[config.mk]
export PLATFORM = sky130hd
export DESIGN_NAME = dcache_line_mover_flat
export DESIGN_NICKNAME = d
export VERILOG_FILES = /design/src/rtl/dcache_line_mover_if.sv /design/src/rtl/dcache_line_mover.sv /design/src/flat_wrapper.sv
export SDC_FILE = /design/constraint.sdc
export NUM_CORES = 1
export LEC_CHECK = 0
export BUFFER_PORTS_ARGS = -buffer_cell sky130_fd_sc_hd__buf_2
export CAP_MARGIN = 5
export CORE_AREA = 5 5 269 271
export CTS_BUF_LIST = sky130_fd_sc_hd__clkbuf_4
export CTS_CLUSTER_SIZE = 16
export DETAILED_ROUTE_END_ITERATION = 8
export DIE_AREA = 0 0 274 276
export PLACE_DENSITY_LB_ADDON = 0.12
export SLEW_MARGIN = 40
export SYNTH_ARGS = -nofsm -noshare
export SYNTH_HDL_FRONTEND = slang
export SYNTH_SLANG_ARGS = --single-unit
[constraint.sdc]
create_clock -name clk -period 3.4 [get_ports clk]
set_input_delay 0.68 -clock clk [delete_from_list [all_inputs] [get_ports clk]]
set_output_delay 0.68 -clock clk [all_outputs]
set_load 0.02 [all_outputs]
[src/rtl/dcache_line_mover_if.sv]
// AXI-style burst bus between the line mover (master) and external memory (slave).
// Only the fields the mover drives or consumes are carried.
interface dcache_line_mover_if #(
   parameter int ADDR_WIDTH = 32,
   parameter int BEAT_WIDTH = 32
);
   logic [ADDR_WIDTH-1:0] araddr;
   logic [7:0]            arlen;
   logic                  arvalid;
   logic                  arready;
   logic [BEAT_WIDTH-1:0] rdata;
   logic                  rvalid;
   logic                  rlast;
   logic                  rready;
   logic [ADDR_WIDTH-1:0] awaddr;
   logic [7:0]            awlen;
   logic                  awvalid;
   logic                  awready;
   logic [BEAT_WIDTH-1:0] wdata;
   logic                  wvalid;
   logic                  wlast;
   logic                  wready;
   logic                  bvalid;
   logic [1:0]            bresp;
   logic                  bready;

   modport master (
      output araddr, arlen, arvalid, input arready,
      input  rdata, rvalid, rlast, output rready,
      output awaddr, awlen, awvalid, input awready,
      output wdata, wvalid, wlast, input wready,
      input  bvalid, bresp, output bready
   );

   modport slave (
      input  araddr, arlen, arvalid, output arready,
      output rdata, rvalid, rlast, input rready,
      input  awaddr, awlen, awvalid, output awready,
      input  wdata, wvalid, wlast, output wready,
      output bvalid, bresp, input bready
   );
endinterface

[src/rtl/dcache_line_mover.sv]
// Moves one whole cache line per request between the data cache and the AXI bus:
// fills assemble an INCR read burst into o_block, writebacks split a block into a write burst.
module dcache_line_mover #(
   parameter int BLOCK_WIDTH = 256,
   parameter int BEAT_WIDTH  = 32,
   parameter int ADDR_WIDTH  = 32
) (
   input  logic                   clk,
   input  logic                   arst,
   input  logic                   i_start_read,
   input  logic                   i_start_write,
   input  logic [ADDR_WIDTH-1:0]  i_addr,
   input  logic [BLOCK_WIDTH-1:0] i_block,
   output logic [BLOCK_WIDTH-1:0] o_block,
   output logic                   o_busy,
   output logic                   o_done,
   output logic                   o_err,
   dcache_line_mover_if.master    axi
);
   localparam int BEATS = BLOCK_WIDTH / BEAT_WIDTH;
   localparam int CNT_W = $clog2(BEATS);
   localparam int OFF_W = $clog2(BLOCK_WIDTH / 8);

   typedef enum logic [2:0] {S_IDLE, S_AR, S_R, S_AW, S_W, S_B, S_DONE} state_e;

   state_e                 state_q, state_d;
   logic [ADDR_WIDTH-1:0]  addr_q, addr_d;
   logic [BLOCK_WIDTH-1:0] wblock_q, wblock_d;
   logic [BLOCK_WIDTH-1:0] block_q, block_d;
   logic [CNT_W-1:0]       beat_q, beat_d;
   logic                   err_q, err_d;

   logic                   last_beat;
   logic                   ar_valid, r_ready, aw_valid, w_valid, b_ready, done;
   logic [BEAT_WIDTH-1:0]  wwords [BEATS];

   assign last_beat = (beat_q == CNT_W'(BEATS - 1));

   genvar gi;
   generate
      for (gi = 0; gi < BEATS; gi++) begin : g_wword
         assign wwords[gi] = wblock_q[gi*BEAT_WIDTH +: BEAT_WIDTH];
      end
   endgenerate

   always_comb begin
      state_d  = state_q;
      addr_d   = addr_q;
      wblock_d = wblock_q;
      block_d  = block_q;
      beat_d   = beat_q;
      err_d    = err_q;
      ar_valid = 1'b0;
      r_ready  = 1'b0;
      aw_valid = 1'b0;
      w_valid  = 1'b0;
      b_ready  = 1'b0;
      done     = 1'b0;
      case (state_q)
         S_IDLE: begin
            // A simultaneous read request stays pending on its held level.
            if (i_start_write || i_start_read) begin
               addr_d             = i_addr;
               addr_d[OFF_W-1:0]  = '0;
               err_d              = 1'b0;
               beat_d             = '0;
               if (i_start_write) begin
                  wblock_d = i_block;
                  state_d  = S_AW;
               end else begin
                  state_d  = S_AR;
               end
            end
         end
         S_AR: begin
            ar_valid = 1'b1;
            if (axi.arready) state_d = S_R;
         end
         S_R: begin
            r_ready = 1'b1;
            if (axi.rvalid) begin
               block_d[int'(beat_q)*BEAT_WIDTH +: BEAT_WIDTH] = axi.rdata;
               if (axi.rlast != last_beat) err_d = 1'b1;
               beat_d = beat_q + 1'b1;
               if (last_beat) state_d = S_DONE;
            end
         end
         S_AW: begin
            aw_valid = 1'b1;
            if (axi.awready) state_d = S_W;
         end
         S_W: begin
            w_valid = 1'b1;
            if (axi.wready) begin
               beat_d = beat_q + 1'b1;
               if (last_beat) state_d = S_B;
            end
         end
         S_B: begin
            b_ready = 1'b1;
            if (axi.bvalid) begin
               if (axi.bresp != 2'b00) err_d = 1'b1;
               state_d = S_DONE;
            end
         end
         S_DONE: begin
            done    = 1'b1;
            state_d = S_IDLE;
         end
         default: state_d = S_IDLE;
      endcase
   end

   always_ff @(posedge clk) begin
      if (arst) begin
         state_q  <= S_IDLE;
         addr_q   <= '0;
         wblock_q <= '0;
         block_q  <= '0;
         beat_q   <= '0;
         err_q    <= 1'b0;
      end else begin
         state_q  <= state_d;
         addr_q   <= addr_d;
         wblock_q <= wblock_d;
         block_q  <= block_d;
         beat_q   <= beat_d;
         err_q    <= err_d;
      end
   end

   assign axi.araddr  = addr_q;
   assign axi.arlen   = 8'(BEATS - 1);
   assign axi.arvalid = ar_valid;
   assign axi.rready  = r_ready;
   assign axi.awaddr  = addr_q;
   assign axi.awlen   = 8'(BEATS - 1);
   assign axi.awvalid = aw_valid;
   assign axi.wdata   = wwords[beat_q];
   assign axi.wvalid  = w_valid;
   assign axi.wlast   = w_valid & last_beat;
   assign axi.bready  = b_ready;

   assign o_block = block_q;
   assign o_busy  = (state_q != S_IDLE);
   assign o_done  = done;
   assign o_err   = err_q;
endmodule

[src/flat_wrapper.sv]
// flat-port wrapper written by rule: the top's interface ports become plain ports
module dcache_line_mover_flat 
#(
   parameter int BLOCK_WIDTH = 256,
   parameter int BEAT_WIDTH  = 32,
   parameter int ADDR_WIDTH  = 32
)
  (clk, arst, i_start_read, i_start_write, i_addr, i_block, o_block, o_busy, o_done, o_err, axi_araddr, axi_arlen, axi_arvalid, axi_arready, axi_rdata, axi_rvalid, axi_rlast, axi_rready, axi_awaddr, axi_awlen, axi_awvalid, axi_awready, axi_wdata, axi_wvalid, axi_wlast, axi_wready, axi_bvalid, axi_bresp, axi_bready);
  dcache_line_mover_if #(.ADDR_WIDTH(ADDR_WIDTH), .BEAT_WIDTH(BEAT_WIDTH)) axi_i ();
  input  logic clk;
  input  logic arst;
  input  logic i_start_read;
  input  logic i_start_write;
  input  logic [ADDR_WIDTH-1:0] i_addr;
  input  logic [BLOCK_WIDTH-1:0] i_block;
  output logic [BLOCK_WIDTH-1:0] o_block;
  output logic o_busy;
  output logic o_done;
  output logic o_err;
  output wire logic [$bits(axi_i.araddr)-1:0] axi_araddr;
  output wire logic [$bits(axi_i.arlen)-1:0] axi_arlen;
  output wire logic [$bits(axi_i.arvalid)-1:0] axi_arvalid;
  input wire logic [$bits(axi_i.arready)-1:0] axi_arready;
  input wire logic [$bits(axi_i.rdata)-1:0] axi_rdata;
  input wire logic [$bits(axi_i.rvalid)-1:0] axi_rvalid;
  input wire logic [$bits(axi_i.rlast)-1:0] axi_rlast;
  output wire logic [$bits(axi_i.rready)-1:0] axi_rready;
  output wire logic [$bits(axi_i.awaddr)-1:0] axi_awaddr;
  output wire logic [$bits(axi_i.awlen)-1:0] axi_awlen;
  output wire logic [$bits(axi_i.awvalid)-1:0] axi_awvalid;
  input wire logic [$bits(axi_i.awready)-1:0] axi_awready;
  output wire logic [$bits(axi_i.wdata)-1:0] axi_wdata;
  output wire logic [$bits(axi_i.wvalid)-1:0] axi_wvalid;
  output wire logic [$bits(axi_i.wlast)-1:0] axi_wlast;
  input wire logic [$bits(axi_i.wready)-1:0] axi_wready;
  input wire logic [$bits(axi_i.bvalid)-1:0] axi_bvalid;
  input wire logic [$bits(axi_i.bresp)-1:0] axi_bresp;
  output wire logic [$bits(axi_i.bready)-1:0] axi_bready;
  assign axi_araddr = axi_i.araddr;
  assign axi_arlen = axi_i.arlen;
  assign axi_arvalid = axi_i.arvalid;
  assign axi_i.arready = axi_arready;
  assign axi_i.rdata = axi_rdata;
  assign axi_i.rvalid = axi_rvalid;
  assign axi_i.rlast = axi_rlast;
  assign axi_rready = axi_i.rready;
  assign axi_awaddr = axi_i.awaddr;
  assign axi_awlen = axi_i.awlen;
  assign axi_awvalid = axi_i.awvalid;
  assign axi_i.awready = axi_awready;
  assign axi_wdata = axi_i.wdata;
  assign axi_wvalid = axi_i.wvalid;
  assign axi_wlast = axi_i.wlast;
  assign axi_i.wready = axi_wready;
  assign axi_i.bvalid = axi_bvalid;
  assign axi_i.bresp = axi_bresp;
  assign axi_bready = axi_i.bready;
  dcache_line_mover #(.BLOCK_WIDTH(BLOCK_WIDTH), .BEAT_WIDTH(BEAT_WIDTH), .ADDR_WIDTH(ADDR_WIDTH)) u_core (.clk(clk), .arst(arst), .i_start_read(i_start_read), .i_start_write(i_start_write), .i_addr(i_addr), .i_block(i_block), .o_block(o_block), .o_busy(o_busy), .o_done(o_done), .o_err(o_err), .axi(axi_i));
endmodule
==> results of run 1 <==
==> layout make-up <==
type	count	area (µm²)
sequential	546	10900
fill	6894	37200
tap	940	1180
clock buffer	235	1760
inverter	9	33.8
multi-input combinational	1887	10600
timing repair buffer	1051	7560
clock inverter	29	246
antenna	10	25.0
==> registers in the layout, summed over array words and instances (netlist names) <==
register,cells
u_core.axi.araddr,27
u_core.o_err,1
u_core.state_q,3
u_core.o_block,256
u_core.wblock_q,256
u_core.beat_q,3
==> kinds of logic (layout without fill, tap and decap cells) <==
| kind of cell | count (synthesis) | after routing | synth area share (%) |
|---|---|---|---|
| and+or+nand+nor | 1232 | 1232 | 25.3 |
| AOI/OAI and AO/OA | 554 | 554 | 12.8 |
| DFF | 546 | 546 | 47.9 |
| buffers and inverters | 329 | 1324 | 7.14 |
| muxes | 68 | 68 | 6.49 |
| adders and majority gates | 5 | 5 | 0.274 |
| other | 2 | 36 | 0.0329 |
| xor gates and xnor gates | 2 | 2 | 0.0768 |
==> cells in the final DEF (no fill, tap or decap), types with 26 or more instances in the layout <==
cell / synthesis / final
nand2_2: 0 / 50
clkbuf_4: 0 / 235
o21ai_0: 154 / 154
mux4_2: 64 / 64
nand3b_1: 80 / 80
o21ai_2: 32 / 32
nand2b_1: 102 / 102
dfxtp_1: 546 / 544
dlygate4sd3_1: 0 / 314
conb_1: 2 / 26
a21oi_1: 350 / 350
nand2_1: 766 / 705
nand3_1: 226 / 226
buf_6: 9 / 31
buf_4: 55 / 35
buf_2: 95 / 645
==> stage by stage <==
step           setup slack [ns]  total power [mW]  setup TNS [ns]  cell area, µm²  utilization (%)
2_1_floorplan             0.565              8.85               0           22900                -
4_1_cts                 -0.0725              16.6          -0.874           32200             46.3
6_report                  0.143              16.4               0           32300             46.5
5_1_grt                 -0.0701              17.3           -1.58           32300             46.5
3_3_place_gp              0.484              9.73               0           26400             38.0
3_5_place_dp              0.508              9.78               0           26500             38.0
==> metal layers <==
| metal | wire length (µm) | vias to the layer above | part of all wire (%) |
|---|---|---|---|
| li1 | - | 11037 | - |
| met1 | 35700 | 10863 | 39 |
| met2 | 45800 | 825 | 50 |
| met3 | 6230 | 215 | 6.8 |
| met4 | 4140 | 8 | 4.5 |
| met5 | 55 | - | 0.060 |
==> how the worst max path moves through the flow <==
stage                                              from                                to  slack, ns
after floorplan           u_core.beat_q[1]$_SDFFE_PP0P_  u_core.o_block[153]$_SDFFE_PP0P_       0.56
after detailed placement  u_core.beat_q[0]$_SDFFE_PP0P_  u_core.o_block[202]$_SDFFE_PP0P_       0.51
final                     u_core.beat_q[0]$_SDFFE_PP0P_                     axi_wdata[23]       0.14
after CTS                 u_core.beat_q[0]$_SDFFE_PP0P_                      axi_wdata[7]      -0.07
after global placement    u_core.beat_q[0]$_SDFFE_PP0P_  u_core.o_block[108]$_SDFFE_PP0P_       0.48
after global routing      u_core.beat_q[0]$_SDFFE_PP0P_                     axi_wdata[23]      -0.07
==> Yosys cell counts, drive strengths merged, types with 4 or more instances <==
cell	count
a21oi	350
and2	4
buf	169
clkbuf	151
dfxtp	546
ha	5
inv	9
mux2i	4
mux4	64
nand2	766
nand2b	102
nand3	226
nand3b	98
nor2	10
nor2b	5
nor3	6
o21ai	196
==> power by group through the flow <==
| stage | Combinational (mW) | Clock, mW | Sequential, mW |
|---|---|---|---|
| detailed placement | 2.63 | 0 | 7.15 |
| floorplan | 1.71 | 0 | 7.14 |
| finish | 3.14 | 6.29 | 7.01 |
| global route | 3.40 | 6.88 | 7.04 |
| global placement | 2.60 | 0 | 7.13 |
| CTS | 3.13 | 6.50 | 7.00 |
==> critical path: cells and delay by family (launching register included) <==
family	cells	cell delay [ns]
multiplexers	1	0.52
buffers and inverters	3	0.51
flip-flops	1	0.45
AND/OR/NAND/NOR	2	0.16
==> what timing repair did <==
item / 4_1_cts / 5_1_grt
endpoints found under the setup margin: 33 / 33
cloned: 6 / 2
pin swaps: 17 / 7
setup buffers: 7 / 0
endpoints found under the hold margin: 404 / 0
hold buffers: 314 / 0
gates resized for setup: 114 / 36
==> metrics.txt, run 1 <==
Vias/cell=approximately 4.9; Crit path required time=2.72 ns; critical path, cell by cell=buf_12 -> clkbuf_16 -> mux4_2 -> nand2_2 -> nand2_2 -> buf_6; share of layout cells above drive strength 1=between 30% and 40%; clk sinks=roughly 550; PD cells=508 mW/mm²; Root Driver=clkbuf_4; Worst setup SP type=flop; met2 Use GR=40.4%; first-pass GRT wire length=138000 µm; Switching Share=29.9%; final wirelength=91900 µm; Most common cell on crit path=nand2_2; initial antenna violation count=12; final worst path period need=between 3 and 4 ns; Die Wd=between 200 and 300 µm; clk slew on worst S/H paths=0.06 ns; Post-Synthesis Cell Area=approximately 0.023 mm²; DP Wirelength=61300 µm; grt ovf=0; Post-DRT Antenna Nets=0; relative slew slack=41.1%; critical path's largest stage delay=approximately 0.52 ns; Worst Skew=0.0613 ns; Max Clk Rate=307 MHz; Slew @ Worst Pin=0.883 ns; Psw=approximately 5 mW; Boundary Pins=roughly 700; reg2reg end=u_core.o_block[202]$_SDFFE_PP0P_; Final period util=95.8%; DRC=0; CTS buffer count=155; Comb power frac=roughly a fifth; HP Start=axi_rdata[0]; final hold violations=0; largest net degree at the start of global routing=167; Most Crowded Layer GR=met2; result of the run=finished, final reports clean; H-tree Lvls=4; RSZ-0062 raised after global routing=true; GR Layer Usage met1=a little over a quarter; All-Layer GR Usage=23.3%; core box area=0.0695 mm²; max cap viols=0; reg2reg path depth=9; GP Congestion=0.834; routed vias=22948; Syn Inst Count=between 2000 and 3000; warning count from the yosys run=0; async set or reset register ratio after synthesis=0%; non-filler cells, final=around 4700; crit path DAT=2.58 ns; Clk network pwr share=between 30% and 40%; syn avg cell area=~8.3 µm²; Int Pwr=11.5 mW; cell accounting for the most synthesized area=dfxtp_1; Starting Density=between 30% and 40%; ys flop type=dfxtp_1; row count=just under 100; CP Max Fanout=7; Pins Over Slew Limit=0; Synth area leaders=dfxtp_1 (48%), nand2_1 (13%), a21oi_1 (7.7%); fin nets=~4000; Hold Path Depth=3; dpl cells=4105; WS Path Type=reg2out; worst IR drop on VDD=~0.00022 V; endpoint class of the critical path=primary output; grt met3 use=6.10%; register area share after synthesis=47.9%; LEAKAGE=13.3 nW; Synth cell types=45; Post-synth EDFFs=0; vias in the first global route=around 23000; sequential power share=42.6%; final setup fails=0; path category of the worst min-delay check=in2reg; CTS tree=done; Yosys reg bits=around 550; PortBufs=slightly below 700; CTS max path bufs=3; CP max stage cell=mux4_2; Clock Latency Late Sink=between 0.9 and 1 ns; Die Height=276 µm; DR pass1 iterations=7; area delta synth->final=41.7%; die area=0.0756 mm²; Iteration-0 DRC Markers=1327; worst hold endpoint=u_core.o_block[32]$_SDFFE_PP0P_; DR WL/cell=19.5 µm; Yosys top cell area share=47.9%; Fin Hold WS=0.143 ns; reg-to-reg startpoint=u_core.beat_q[0]$_SDFFE_PP0P_; flop2flop setup slack=roughly 0.55 ns
(Power assumes the default switching activity.)
==> run 2: changes to the inputs <==
- CORE_AREA: 5 5 269 271 -> 5 5 272 274
- DIE_AREA: 0 0 274 276 -> 0 0 277 279
- clock period: 3.4 -> 3.9 ns (I/O delays scaled with it)
==> run 2 against run 1 <==
Sequential power is 13% lower; combinational power is 22% lower; final area is 4.2% lower; first-iteration DRC count is 5.1% lower; final cell count is 1.4% lower; sequential share of layout area is 1.5 points higher; count of clock-buffer cells in the layout is 1 lower; core utilization is 2.9 points lower; clock power is 17% lower; worst setup slack better by 0.14 ns; critical path type unchanged.
==> metrics.txt, run 2 (synthesis gave the netlist of run 1 again) <==
clk slew on worst S/H paths=0.08 ns (+0.02 ns); relative slew slack=54.1% (+13 points); Boundary Pins=709 (unchanged); pre-CTS WS=0.910 ns (+0.401 ns); row count=98 (+1.0%); largest net degree at the start of global routing=182 (+9.0%); die area=0.0773 mm² (+2.2%); setup_tns=0 ns (unchanged); area delta synth->final=35.7%; endpoint class of the critical path=primary output; first-pass GRT wire length=136000 µm (-1.6%); Max Clk Rate=276 MHz; final hold violations=0 (unchanged); CTS buffer count=154 (-0.65%); grt ovf=0 (unchanged); worst IR drop on VDD=0.000244 V (+13%); final wirelength=90400 µm (-1.6%); DR pass1 iterations=5 (-2); DP Wirelength=62000 µm (+1.3%); Setup WS post-layout=0.278 ns (+0.135 ns); PD cells=446 mW/mm² (-12%); final worst path period need=3.62 ns; commonest non-fill, non-tap cell in the layout=nand2_1; PortBufs=677 (unchanged); Worst Skew=0.0588 ns (-0.00250 ns); fin nets=3911 (-1.9%); RSZ-0062 raised after global routing=false; placed inst area=0.0264 mm² (-0.26%); Fin Hold WS=0.143 ns (-0.0000540 ns); Die Wd=277 µm (+1.1%); share of layout cells above drive strength 1=29.9% (-1.4 points); result of the run=finished, final reports clean; non-filler cells, final=4643 (-1.4%); Starting Density=32.1% (-0.73 points); WS Path Type=reg2out; Post-DRT Antenna Nets=0 (unchanged); design area=0.0310 mm² (-4.2%); Iteration-0 DRC Markers=1259 (-5.1%); clk sinks=546 (unchanged); Root Driver=clkbuf_4; commonest non-fill, non-tap cells in the layout=nand2_1 (765), buf_2 (676), dfxtp_1 (544), a21oi_1 (350), dlygate4sd3_1 (253); All-Layer GR Usage=22.3% (-0.95 points); core box area=0.0711 mm² (+2.3%); dpl cells=4111 (+0.15%); CTS max path bufs=3 (unchanged); Vias/cell=4.88 (+0.19%); Die Height=279 µm (+1.1%); DRC=0 (unchanged); GP Congestion=0.825 (-1.1%); Pins Over Slew Limit=0 (unchanged); Hold Path Depth=3 (unchanged); Crit path required time=3.12 ns (+0.40 ns); max cap viols=0 (unchanged); Slew @ Worst Pin=0.689 ns (-0.195 ns); Worst setup SP type=flop; DR WL/cell=19.5 µm (-0.24%); final setup fails=0 (unchanged); Final period util=between 90% and 100%; LEAKAGE=12.9 nW (-3.5%); reg2reg path depth=8 (-1); initial antenna violation count=28 (+16); routed vias=22679 (-1.2%); Clock Latency Late Sink=0.94 ns (about the same); CTS tree=done; crit path DAT=2.84 ns (+0.26 ns); H-tree Lvls=4 (unchanged); path category of the worst min-delay check=in2reg; vias in the first global route=22619 (-2.5%); CP Max Fanout=30 (+23)
## run 2: routing by layer
layer / GRT usage, % / routed length (µm) / vias up
met5: 0 / 181 / -
met4: 10.3 / 3950 / 28
met3: 6.69 / 6370 / 244
met2: 39.3 / 45100 / 792
met1: 25.0 / 34900 / 10710
li1: - / - / 10905
## run 2: repair_timing
| action | 4_1_cts | 5_1_grt |
|---|---|---|
| hold endpoints to repair | 253 | 0 |
| endpoints found under the setup margin | 18 | 0 |
| resized for setup | 1 | 0 |
| buffers inserted | 1 | 0 |
| hold buffers | 253 | 0 |
## run 2: metrics by stage
stage | total power, mW | util [%]
floorplan | 7.72 | -
global placement | 8.45 | 37.1
detailed placement | 8.49 | 37.1
CTS | 14.1 | 43.4
global route | 14.6 | 43.6
finish | 13.8 | 43.6
## run 2: power breakdown
part,switching [mW],leakage (nW),internal (mW)
logic,1.50,7.27,0.965
clock network,2.47,1.14,2.78
registers,0.216,4.44,5.91
total,4.18,12.9,9.65
## run 2: path summary, 6_finish.rpt
check | startpoint | end | slack, ns
worst max-delay path | u_core.beat_q[1]$_SDFFE_PP0P_ | axi_wdata[29] | 0.28
worst min-delay path | i_block[96] | u_core.wblock_q[96]$_SDFFE_PP0P_ | 0.14
worst min register to register | u_core.o_block[225]$_SDFFE_PP0P_ | u_core.o_block[225]$_SDFFE_PP0P_ | 0.45
worst max register to register | u_core.beat_q[0]$_SDFFE_PP0P_ | u_core.o_block[202]$_SDFFE_PP0P_ | 0.87
## run 2: cell type report
class                      instances  area, µm²
fill                            7329      40100
inverter                           9       33.8
clock inverter                    26        151
multi-input combinational       1887      10400
antenna                           15       37.5
tap                              950       1190
timing repair buffer             976       6480
clock buffer                     234       1760
sequential                       546      10900
## run 2: critical path, cell delays in order, from the launching register on
cell	delay, ns
dfxtp_4	0.69
buf_4	0.47
mux4_2	0.37
nand2_1	0.15
nand2_1	0.08
buf_2	0.16
